$ cat src/rtl/logic_led_unit.sv
// rtl/logic_led_unit.sv - synchronised, debounced switch logic driving registered LEDs
module logic_led_unit #(
  parameter int          N_IN    = 4,
  parameter int          DEB_MAX = 50000,
  parameter int          DEB_W   = 16,
  parameter logic [15:0] LUT     = 16'hA5EE
) (
  input  logic            clk,
  input  logic            rst_n,
  input  logic [N_IN-1:0] sw_a,
  input  logic [N_IN-1:0] sw_b,
  input  logic [3:0]      sw_f,
  input  logic            lt,
  input  logic            hold,
  output logic            led1,
  output logic            led2,
  output logic            led3,
  output logic            led_chg
);

  localparam int NCH = 2 * N_IN + 4;
  localparam logic [DEB_W-1:0] DEB_LAST = DEB_W'(DEB_MAX - 1);

  logic [NCH-1:0]            sync1_q, sync1_d;
  logic [NCH-1:0]            sync2_q, sync2_d;
  logic [NCH-1:0]            stable_q, stable_d;
  logic [NCH-1:0][DEB_W-1:0] cnt_q, cnt_d;
  logic [2:0]                led_q, led_d;
  logic                      led_chg_q, led_chg_d;

  logic [N_IN-1:0] stab_a;
  logic [N_IN-1:0] stab_b;
  logic [3:0]      stab_f;
  logic            f1, f2, f3;

  // All channels share one bit layout: sw_a in the low bits, then sw_b, then sw_f.
  assign sync1_d = {sw_f, sw_b, sw_a};
  assign sync2_d = sync1_q;

  always_comb begin
    stable_d = stable_q;
    cnt_d    = '0;
    for (int i = 0; i < NCH; i++) begin
      if (sync2_q[i] != stable_q[i]) begin
        if (cnt_q[i] == DEB_LAST) begin
          stable_d[i] = sync2_q[i];
        end else begin
          cnt_d[i] = cnt_q[i] + DEB_W'(1);
        end
      end
    end
  end

  assign stab_a = stable_q[N_IN-1:0];
  assign stab_b = stable_q[2*N_IN-1:N_IN];
  assign stab_f = stable_q[NCH-1:2*N_IN];

  assign f1 = |stab_a;
  assign f2 = ~&stab_b;
  assign f3 = LUT[stab_f];

  always_comb begin
    led_d = {f3, f2, f1};
    if (lt) begin
      led_d = 3'b111;
    end else if (hold) begin
      led_d = led_q;
    end
    led_chg_d = (led_d != led_q);
  end

  always_ff @(posedge clk or negedge rst_n) begin
    if (!rst_n) begin
      sync1_q   <= '0;
      sync2_q   <= '0;
      stable_q  <= '0;
      cnt_q     <= '0;
      led_q     <= '0;
      led_chg_q <= 1'b0;
    end else begin
      sync1_q   <= sync1_d;
      sync2_q   <= sync2_d;
      stable_q  <= stable_d;
      cnt_q     <= cnt_d;
      led_q     <= led_d;
      led_chg_q <= led_chg_d;
    end
  end

  assign led1    = led_q[0];
  assign led2    = led_q[1];
  assign led3    = led_q[2];
  assign led_chg = led_chg_q;

endmodule

$ cat config.mk
export PLATFORM = sky130hd
export DESIGN_NAME = logic_led_unit
export DESIGN_NICKNAME = d
export VERILOG_FILES = /design/src/rtl/logic_led_unit.sv
export SDC_FILE = /design/constraint.sdc
export NUM_CORES = 1
export LEC_CHECK = 0
export CORE_MARGIN = 3
export CORE_UTILIZATION = 50
export CTS_CLUSTER_SIZE = 20
export DETAILED_ROUTE_END_ITERATION = 10
export PLACE_DENSITY = 0.66
export SLEW_MARGIN = 10
export SYNTH_ARGS = -nofsm -noshare
export SYNTH_HDL_FRONTEND = slang
export SYNTH_SLANG_ARGS = --single-unit
$ cat constraint.sdc
create_clock -name clk -period 2.22 [get_ports clk]
set_input_delay 0.444 -clock clk [delete_from_list [all_inputs] [get_ports clk]]
set_output_delay 0.444 -clock clk [all_outputs]
set_load 0.02 [all_outputs]
==> qor.csv <==
metric;value;unit
status;finished, final reports clean;
synth_seq_cells;232;
power_frac_seq;47.5;%
cts_tree;yes;
root_buffer;clkbuf_16;
hold_class;reg2reg;
crit_chain;clkdlybuf4s50_1;
vias;7279;
crit_path_end;led3;
drive_above_1_share;6.319;%
syn_nets;1059;
grt_use_total;16.12;%
netlist_instances;1031;
slew_headroom;62.26;%
switching_share;20.60;%
clk_pin_slew;0.06;ns
num_antenna_cells;0;
yosys.area.top_type;dfrtp_1;
finalCritPeriodShare;91.46;%
fin_skew;0.006264;ns
fin_crit;2.030;ns
drt_pass1_iterations;4;
regToRegEndpoint;cnt_q[157]$_DFF_PN0_;
peakVddDrop;0.6234;mV
finish.net_count;1101;
grt_pass1_wl;32720;um
syn_area;10680;sq um
drv_slew;0;
die_x;152.2;um
ant_nets;0;
dieArea;23150;sq um
via_per_inst;5.344;
port_buffers;19;
yosysWarningCount;0;
hold_viol_final;0;
critPathTopFamily;buffers and inverters;
core_area;20620;sq um
p_sw;1899;uW
holdWs;0.3454;ns
rows;52;
finish.utilization;59.06;%
detail_route.iter0.violations;382;
die_y;152.2;um
cp_slowest_cell;clkdlybuf4s50_1;
critical_path_peak_fanout;6;
grt_pass1_vias;7026;
critPathLaunchType;register;
worstSetupPathDepth;1;
synth-edff-count;0;
h-tree-depth;1;
drv_cap;0;
clock.fmax;0.4925;GHz
synth_ff_type;dfrtp_1;
tightest_slew;0.5661;ns
worst-path-buf-inv;1;
drt-wirelength-per-cell;13.70;um
crit_arrival;1.59;ns
rsz0062_at_grt;false;
clk_latency;0.51;ns
cts.path.max_buffers;3;
finalSetupViolations;0;
power.density;756.6;nW/um^2
gr-total-overflow;0;
end_kind;output pin;
antenna_found_initial;0;
place_congestion;0.7818;
synthArstFlopShare;100.0;%
r2r-start;cnt_q[144]$_DFF_PN0_;
avgSynthCellArea;10.36;sq um
synth_area_leaders;dfrtp_1 (54%), xnor2_1 (11%), nor2_1 (7.0%);
yosysSeqAreaShare;54.35;%
dp_hpwl;12240;um
synthTopCellsByCount;dfrtp_1 (232), nor2_1 (200), xnor2_1 (134);
finalSetupTns;0;ns
numCtsBuffers;26;
grt_max_degree;63;
drc;0;
syn2layout_area_growth;14.04;%
io_pins;20;
power.leakage;0.004945;uW
critPathLaunch;led_q[2]$_DFF_PN0_;
critical_path_class;reg2out;
synth_top_area_share;54.35;%
clkPwrFrac;49.2;%
initial_core_util;51.79;%
comb_power_share;3.3;%
numClockSinks;232;
critPathRequiredTime;1.78;ns
r2r_slack;0.51;ns
synth_cell_types;37;
yosysMostFrequentCell;dfrtp_1;
ff2ff_path_depth;5;
p_int;7318;uW
critPathMaxStageDelay;0.64;ns
wl;18650;um
## what timing repair did
action                                  in CTS  in global routing
resized for setup                            0                  0
hold buffers                                 1                  0
endpoints found under the setup margin       0                  0
endpoints found under the hold margin       55                  0
setup buffers                                0                  0
## flip-flops by register name, summed over array words and instances (netlist names)
| signal | count |
|---|---|
| cnt_q | 192 |
| stable_q | 12 |
| sync1_q | 12 |
| sync2_q | 12 |
| led_q | 3 |
| led_chg | 1 |
## cells by family after synthesis
group	Yosys count	synth area share, %
adder cells (fa/ha/maj)	12	1.406
XOR/XNOR	177	14.51
multiplexers	16	1.652
AND/OR/NAND/NOR	536	25.68
buffers and inverters	49	1.816
AO/OA/AOI/OAI	9	0.5858
flip-flops	232	54.35
## area by class of cell
| class | instances | area, sq um |
|---|---|---|
| sequential | 232 | 5806 |
| clock inverter | 12 | 190.2 |
| tap | 270 | 337.8 |
| timing repair buffer | 27 | 295.3 |
| fill | 1719 | 8443 |
| inverter | 36 | 135.1 |
| clock buffer | 35 | 735.7 |
| multi-input combinational | 750 | 4682 |
## metal layers
layer	vias up	global-route usage [%]	share of wire, %
met5	-	0	0
met4	0	4.024	1.9
met3	30	2.442	3.0
met2	70	26.06	46
met1	3516	23.10	49
li1	3663	-	-
## cells in the final DEF (no fill, tap or decap), drive strengths merged, types with 13 or more instances in the layout
master,instances
dfrtp,232
nor2,200
xnor2,134
nand3,73
nand4,53
nor4,50
nand2,44
nor3,44
xor2,43
inv,36
clkbuf,35
and3,24
nor4bb,18
clkdlybuf4s50,18
mux2,13
## worst min-delay path by stage
stage	cells past startpoint	slack, ns	start	to
after floorplan	0	0.15	rst_n	cnt_q[0]$_DFF_PN0_
after detailed placement	0	0.34	sync1_q[3]$_DFF_PN0_	sync2_q[3]$_DFF_PN0_
after global routing	1	0.35	sw_f[2]	sync1_q[10]$_DFF_PN0_
after CTS	1	0.35	sw_f[1]	sync1_q[9]$_DFF_PN0_
after global placement	0	0.33	sync1_q[3]$_DFF_PN0_	sync2_q[3]$_DFF_PN0_
final	0	0.35	sync1_q[5]$_DFF_PN0_	sync2_q[5]$_DFF_PN0_
## through the flow
stage / setup slack [ns] / instances / total power [uW] / area [sq um]
4_1_cts: 0.1763 / 1362 / 9376 / 12180
2_1_floorplan: 0.6861 / 1031 / 4583 / 10680
3_3_place_gp: 0.4836 / 1314 / 4761 / 11250
5_1_grt: 0.09610 / 1362 / 9600 / 12180
6_report: 0.1897 / 1362 / 9216 / 12180
3_5_place_dp: 0.4700 / 1314 / 4767 / 11250
## power by group through the flow
stage	Clock (uW)	Sequential, uW	Combinational (uW)
finish	4530	4380	302
global route	4850	4390	352
CTS	4680	4380	315
detailed placement	0	4460	311
global placement	0	4450	308
floorplan	0	4450	136
Power figures use the tool's default switching activity.
